===== config.mk =====
export PLATFORM = sky130hd
export DESIGN_NAME = bp_fetch_ctrl
export DESIGN_NICKNAME = d
export VERILOG_FILES = /design/src/rtl/bp_fetch_ctrl.sv
export SDC_FILE = /design/constraint.sdc
export NUM_CORES = 1
export LEC_CHECK = 0
export ABC_AREA = 1
export CAP_MARGIN = 20
export CELL_PAD_IN_SITES_DETAIL_PLACEMENT = 1
export CELL_PAD_IN_SITES_GLOBAL_PLACEMENT = 2
export CORE_ASPECT_RATIO = 0.6
export CORE_UTILIZATION = 29
export CTS_BUF_LIST = sky130_fd_sc_hd__clkbuf_2 sky130_fd_sc_hd__clkbuf_4 sky130_fd_sc_hd__clkbuf_8
export CTS_CLUSTER_SIZE = 30
export DETAILED_ROUTE_END_ITERATION = 10
export MAX_ROUTING_LAYER = met4
export PLACE_DENSITY_LB_ADDON = 0.1
export SYNTH_ARGS = -nofsm -noshare
export SYNTH_HDL_FRONTEND = slang
export SYNTH_SLANG_ARGS = --single-unit

===== constraint.sdc =====
create_clock -name clk_i -period 3.2 [get_ports clk_i]
set_clock_uncertainty 0.15 [all_clocks]
set_input_delay 0.96 -clock clk_i [delete_from_list [all_inputs] [get_ports clk_i]]
set_output_delay 0.96 -clock clk_i [all_outputs]
set_load 0.005 [all_outputs]

===== src/rtl/bp_fetch_ctrl.sv =====
// Fetch-stage next-PC controller. It owns the fetch PC, predicts from the BTB,
// carries prediction metadata IF->ID->EX and resolves mispredicts and BTB updates.
module bp_fetch_ctrl #(
   parameter int unsigned INDEX_WIDTH = 12,
   parameter logic [31:0] RESET_PC    = 32'h0000_0000,
   localparam int unsigned TW         = 30 - INDEX_WIDTH
) (
   input  logic                   clk_i,
   input  logic                   rst_i,
   input  logic                   stall_i,
   output logic [31:0]            pc_o,
   output logic [INDEX_WIDTH-1:0] btb_rd_index_o,
   input  logic                   btb_valid_i,
   input  logic [TW-1:0]          btb_tag_i,
   input  logic [31:0]            btb_target_i,
   output logic                   btb_wren_o,
   output logic [INDEX_WIDTH-1:0] btb_wr_index_o,
   output logic [TW-1:0]          btb_wr_tag_o,
   output logic [31:0]            btb_wr_target_o,
   input  logic                   ex_is_ctrl_i,
   input  logic                   ex_taken_i,
   input  logic [31:0]            ex_target_i,
   output logic [31:0]            ex_pc_o,
   output logic                   flush_o,
   output logic [31:0]            mispredict_cnt_o,
   output logic [31:0]            ctrl_cnt_o
);

   logic [31:0]            pc_q;
   logic                   id_valid_q, id_pred_taken_q;
   logic [31:0]            id_pc_q, id_pred_target_q;
   logic                   ex_valid_q, ex_pred_taken_q;
   logic [31:0]            ex_pc_q, ex_pred_target_q;
   logic                   wren_q;
   logic [INDEX_WIDTH-1:0] wr_index_q;
   logic [TW-1:0]          wr_tag_q;
   logic [31:0]            wr_target_q;
   logic [31:0]            mis_cnt_q, ctrl_cnt_q;

   logic        hit;
   logic [31:0] if_pred_target;
   logic        ex_fire, ctrl_taken, pred_matches;
   logic        mispredict_raw, need_write;
   logic [31:0] redirect_pc;
   logic        flush, wr_now, ctrl_fire;

   assign hit            = btb_valid_i && (btb_tag_i == pc_q[31:INDEX_WIDTH+2]);
   assign if_pred_target = hit ? btb_target_i : pc_q + 32'd4;

   assign ex_fire      = ex_valid_q && !stall_i;
   assign ctrl_taken   = ex_is_ctrl_i && ex_taken_i;
   assign pred_matches = ex_pred_taken_q && (ex_pred_target_q == ex_target_i);

   // Only a taken branch that was missed or mistargeted earns a BTB entry;
   // every other mispredict just falls through to ex_pc+4.
   always_comb begin
      mispredict_raw = 1'b0;
      need_write     = 1'b0;
      redirect_pc    = ex_pc_q + 32'd4;
      if (ctrl_taken) begin
         if (!pred_matches) begin
            mispredict_raw = 1'b1;
            need_write     = 1'b1;
            redirect_pc    = ex_target_i;
         end
      end else if (ex_pred_taken_q) begin
         mispredict_raw = 1'b1;
      end
   end

   assign flush     = ex_fire && mispredict_raw;
   assign wr_now    = flush && need_write;
   assign ctrl_fire = ex_fire && ex_is_ctrl_i;

   always_ff @(posedge clk_i) begin
      if (rst_i) begin
         pc_q             <= RESET_PC;
         id_valid_q       <= 1'b0;
         id_pred_taken_q  <= 1'b0;
         id_pc_q          <= 32'd0;
         id_pred_target_q <= 32'd0;
         ex_valid_q       <= 1'b0;
         ex_pred_taken_q  <= 1'b0;
         ex_pc_q          <= 32'd0;
         ex_pred_target_q <= 32'd0;
      end else if (!stall_i) begin
         if (flush) begin
            pc_q             <= redirect_pc;
            id_valid_q       <= 1'b0;
            id_pred_taken_q  <= 1'b0;
            id_pc_q          <= 32'd0;
            id_pred_target_q <= 32'd0;
            ex_valid_q       <= 1'b0;
            ex_pred_taken_q  <= 1'b0;
            ex_pc_q          <= 32'd0;
            ex_pred_target_q <= 32'd0;
         end else begin
            pc_q             <= if_pred_target;
            id_valid_q       <= 1'b1;
            id_pred_taken_q  <= hit;
            id_pc_q          <= pc_q;
            id_pred_target_q <= if_pred_target;
            ex_valid_q       <= id_valid_q;
            ex_pred_taken_q  <= id_pred_taken_q;
            ex_pc_q          <= id_pc_q;
            ex_pred_target_q <= id_pred_target_q;
         end
      end
   end

   // The write pulse is not frozen by stall: it retires one cycle after resolution.
   always_ff @(posedge clk_i) begin
      if (rst_i) begin
         wren_q      <= 1'b0;
         wr_index_q  <= '0;
         wr_tag_q    <= '0;
         wr_target_q <= 32'd0;
      end else begin
         wren_q <= wr_now;
         if (wr_now) begin
            wr_index_q  <= ex_pc_q[INDEX_WIDTH+1:2];
            wr_tag_q    <= ex_pc_q[31:INDEX_WIDTH+2];
            wr_target_q <= ex_target_i;
         end
      end
   end

   always_ff @(posedge clk_i) begin
      if (rst_i) begin
         mis_cnt_q  <= 32'd0;
         ctrl_cnt_q <= 32'd0;
      end else begin
         if (flush && (mis_cnt_q != 32'hFFFF_FFFF)) begin
            mis_cnt_q <= mis_cnt_q + 32'd1;
         end
         if (ctrl_fire && (ctrl_cnt_q != 32'hFFFF_FFFF)) begin
            ctrl_cnt_q <= ctrl_cnt_q + 32'd1;
         end
      end
   end

   assign pc_o             = pc_q;
   assign btb_rd_index_o   = pc_q[INDEX_WIDTH+1:2];
   assign btb_wren_o       = wren_q;
   assign btb_wr_index_o   = wr_index_q;
   assign btb_wr_tag_o     = wr_tag_q;
   assign btb_wr_target_o  = wr_target_q;
   assign ex_pc_o          = ex_pc_q;
   assign flush_o          = flush;
   assign mispredict_cnt_o = mis_cnt_q;
   assign ctrl_cnt_o       = ctrl_cnt_q;

endmodule


# Word-level counts from Yosys, hierarchy flattened
# Index checks and enable logic that the tools add are counted.
op_classes:
  addsub: 4
  eq_ne: 4
  mux: 16
  reduce_logical: 10
op_table:
  columns: ["op", "count"]
  rows:
  - ["$mux W32", 8]
  - ["$add A32 B1 Y32 const B", 2]
  - ["$add A32 B3 Y32 const B", 2]
  - ["$ne A32 B32 Y1 const B", 2]
  - ["$eq A32 B32 Y1", 1]
  - ["$eq A18 B18 Y1", 1]
  - ["$logic_and A1 B1 Y1", 9]
  - ["$mux W1", 8]
  - ["$logic_not A1 Y1", 1]
word_totals:
  register_bits: 291
  in_bits: 88
  output_inout_bits: 204
  elab_cells: 49

# Depth between registers and ports, before layout
# Gate-level depths: netlist of the first run.
depth:
  word_depth: 6
  ltp_mapped: 16
  depth_no_buf: 15

# Worst setup path after synthesis of the first run
# Ideal clock, no wire load.
synth_timing:
  path_kind: "input-to-output"
  start: "input port ex_target_i[26]"
  end: "output port flush_o"
  arrival_ns: 2.082
  required_time_ns: 2.090
  slack_ns: 0.008
  stages: 12
  n_path_buf: 2
  cell_sequence: "inv_1 > nand2_1 > nand2_1 > nand2_1 > nor2_1 > nand2_1 > nor2_1 > nand3_2 > nand3_2 > nand2_2 > buf_2 > buf_2"
synth_between:
  elab_chain_len: 5
synth_lines:
  columns: ["item", "line", "text"]
  rows:
  - ["from (decl)", "22", "input logic [31:0] ex_target_i,"]
  - ["$eq A32 B32 Y1", "52", "assign pred_matches = ex_pred_taken_q && (ex_pred_target_q == ex_target_i);"]
  - ["$logic_and A1 B1 Y1", "52", null]
  - ["$mux W1", "61", "if (!pred_matches) begin"]
  - ["$mux W1", "60", "if (ctrl_taken) begin"]
  - ["$logic_and A1 B1 Y1", "71", "assign flush = ex_fire && mispredict_raw;"]
  - ["to (decl)", "24", "output logic flush_o,"]
# No other way between the ends.

# Final worst setup path of the first run
layout_timing:
  start: "input port ex_target_i[12]"
  end: "output port flush_o"
# The elaborated chain is that of the path after synthesis.

==> metrics.md, run 1 <==
| Metric | Value |
|---|---|
| Ports | 292 |
| H-tree Lvls | 2 |
| Num CTS Buffers | 48 |
| Async SR Flop Fraction | 0% |
| Worst-Skew Late Latency | 600 ps |
| Area share of the largest cell type after synthesis | 38.7% |
| Post-route ant nets | 0 |
| Logic pwr share | 12.3% |
| Reg-to-Reg End | id_pred_target_q[28] |
| Crit path required time | 2090 ps |
| DIE HEIGHT | 179 um |
| CTS root buf | clkbuf_8 |
| Syn-to-layout area delta | 38.3% |
| WS Path Type | in2out |
| Crit. End Element | output pin |
| CP Max Fanout | 2 |
| PD cells | 405 nW/um^2 |
| Rel. slew slack | 29.0% |
| Internal power | 6.12 mW |
| FILL cells | 6565 |
| WL per Instance | 22.2 um |
| CTS tree | built |
| Detailed-route wire length | 76800 um |
| Vias | 17.2k |
| Vias in the first global route | 17.2k |
| Largest net degree at the start of global routing | 181 |
| Starting density of the core | 29.5% |
| Max-slew violations | 0 |
| Net count, final | 2819 |
| Syn. warnings | 0 |
| Post-synth EDFFs | 0 |
| Core area | 51100 um^2 |
| Final core occ | 40.8% |
| First-pass GRT wire length | 112000 um |
| Worst vdd ir | 0.210 mV |
| Post-layout min period | 3200 ps |
| Post-Syn Nets | 2421 |
| Min-delay src | id_pred_target_q[17] |
| Dpl cells | 3345 |
| Leading cell types by total area after synthesis | dfxtp_1, nand2_1, a21oi_1, nor2_1, o21ai_0 |
| Count leader, synth | nand2_1 |
| Maximum clock path buffer count | 3 |
| Hold Path End | ex_pred_target_q[17] |
| Switching power | 2.32 mW |
| Clk pwr share | 42.4% |
| Clock transition at path regs | 60 ps |
| Arrival time at the worst endpoint | 2090 ps |
| # port buffers | 291 |
| Worst slew pin tran | 1070 ps |
| Dpl ws | -760 ps |
| Initial antenna violation count | 4 |
| Post-Route Setup TNS | 0 ps |
| GRT Residual Overflow | 0 |
| Total Die Area | 52900 um^2 |
| Max Freq | 313 MHz |
| Flops & latches, synth | 291 |
| Reg power frac | 45.3% |
| Synth unique cells | 33 |
| Leakage Power | 8.01 nW |
| Worst min-delay path class | reg2reg |
| Hold_buf cts | 0 |
| Mapped Cells | 2329 |
| Layout cell share with drive strength beyond 1 | 13.9% |
| Final setup fails | 0 |
| Post-synth top flop | dfxtp_1 |
| Footprint of the multi-input gates | 8100 um^2 |
| Non-Filler Instances | 3459 |
| Drt first-iter violations | 1206 |
| R2R setup slack | 210 ps |
| Detail Placement HPWL | 59700 um |
| GR Util All Layers | 29.6% |
| CP Launch Type | primary input |
| Status | finished clean |
| Register area | 5830 um^2 |
| # rows | 64 |
| Setup ws final | 4.01 ps |
| Mapped cell area | 15100 um^2 |
| R2R depth | 15 |
| Clock Sinks | 291 |
| Final Hold Vio Count | 0 |
| Die W | 296 um |
| Sequential area share after synthesis | 38.7% |
| Hold path cells | 2 |
| # DRC | 0 |
| Syn Area/Cell | 6.47 um^2 |
| Synth top cells by count | nand2_1, dfxtp_1, a21oi_1 |
| Final GP Congestion | 0.945 |
| DR pass1 iterations | 5 |
| Vias per cell | 4.98 |
| Synth area leader | dfxtp_1 |
| Reg2reg start | ex_pred_target_q[11] |
| Switch share | 27.5% |
| Max cap viols | 0 |
| Period Utilization, post-route | 99.9% |
[metal layers]
metal	wire, um	GRT usage, %	share of wire (%)
met5	0	-	0
met4	872	4.85	1.1
met3	5550	6.60	7.2
met2	30800	40.5	40
met1	39600	44.0	52
[power groups by stage]
stage,Combinational [mW],Clock [mW],Sequential [mW]
after floorplan,0.412,0,3.87
after global routing,1.12,3.83,3.83
after CTS,1.01,3.67,3.82
final,1.04,3.58,3.83
after detailed placement,0.997,0,3.90
after global placement,0.986,0,3.90
[layout make-up]
type / instances / area share, %
Multi-Input combinational cell: 1732 / 38.9
Sequential cell: 291 / 28.0
Timing Repair Buffer: 475 / 20.8
Clock buffer: 78 / 4.58
Tap cell: 693 / 4.16
Inverter: 179 / 3.23
Clock inverter: 6 / 0.282
Antenna cell: 5 / 0.0600
[through the flow]
step	hold WS (ps)	area, um^2	power, mW
after CTS	308	20700	8.50
final	306	20800	8.44
after detailed placement	304	19600	4.90
after global placement	295	19600	4.89
after floorplan	286	15100	4.28
after global routing	328	20800	8.79
[logic make-up (layout without fill, tap and decap cells)]
group,after synthesis,after routing,synth area share [%]
compound gates,397,397,13.2
xor+xnor,105,105,6.10
fa+ha+maj,4,4,0.332
buf+inv,306,738,8.37
flops,291,291,38.7
other cells,0,5,0
simple gates,1226,1226,33.3
[placed cells by master, fill, tap and decap left out, drive strengths merged, types with 83 or more instances in the layout]
| master | n |
|---|---|
| clkdlybuf4s50 | 256 |
| dfxtp | 291 |
| clkbuf | 83 |
| nand2 | 783 |
| nor2 | 226 |
| nand3 | 126 |
| inv | 178 |
| o21ai | 149 |
| a21oi | 246 |
| buf | 210 |
[worst max-delay path by stage]
| stage | slack (ps) | depth (start not counted) | startpoint | endpoint |
|---|---|---|---|---|
| after floorplan | 8 | 12 | ex_target_i[26] | flush_o |
| after global placement | -780 | 12 | ex_target_i[31] | id_pred_target_q[28] |
| after detailed placement | -760 | 10 | ex_target_i[31] | flush_o |
| after CTS | 0.1 | 13 | ex_target_i[13] | flush_o |
| after global routing | -0.8 | 10 | ex_target_i[8] | flush_o |
| final | 4 | 8 | ex_target_i[12] | flush_o |
[worst max-delay path, stage by stage]
cell and delay (ps):
clkdlybuf4s15_2 210, xnor2_1 160, nand3_1 130, nor2_2 170, nand3_2 130, nand3_2 130, nand2_4 70, buf_6 120
[sequential cells by signal (all words and copies together) (netlist names)]
| register | count |
|---|---|
| pc_o | 32 |
| id_pc_q | 32 |
| mispredict_cnt_o | 32 |
| btb_wren_o | 1 |
| ex_pred_target_q | 32 |
| ex_valid_q | 1 |
| id_pred_taken_q | 1 |
| id_pred_target_q | 32 |
| btb_wr_tag_o | 18 |
| btb_wr_index_o | 12 |
| ctrl_cnt_o | 32 |
| ex_pred_taken_q | 1 |
| ex_pc_o | 32 |
| btb_wr_target_o | 32 |
| id_valid_q | 1 |
[timing repair]
action                                  4_1_cts  5_1_grt
resized for setup                           129       66
buffers inserted                             22        3
endpoints found under the setup margin       60       21
pin swaps                                    33       36
cloned                                        0        0
(Power assumes the default switching activity.)
==> run 2: changes to the inputs <==
--- a/config.mk
+++ b/config.mk
@@ -12,7 +12,7 @@
 export CORE_ASPECT_RATIO = 0.6
 export CORE_UTILIZATION = 29
 export CTS_BUF_LIST = sky130_fd_sc_hd__clkbuf_2 sky130_fd_sc_hd__clkbuf_4 sky130_fd_sc_hd__clkbuf_8
-export CTS_CLUSTER_SIZE = 30
+export CTS_CLUSTER_SIZE = 24
 export DETAILED_ROUTE_END_ITERATION = 10
 export MAX_ROUTING_LAYER = met4
 export PLACE_DENSITY_LB_ADDON = 0.1
==> results of run 2 <==
Same layout as run 1: the final DEF is identical, and so are final timing and power.
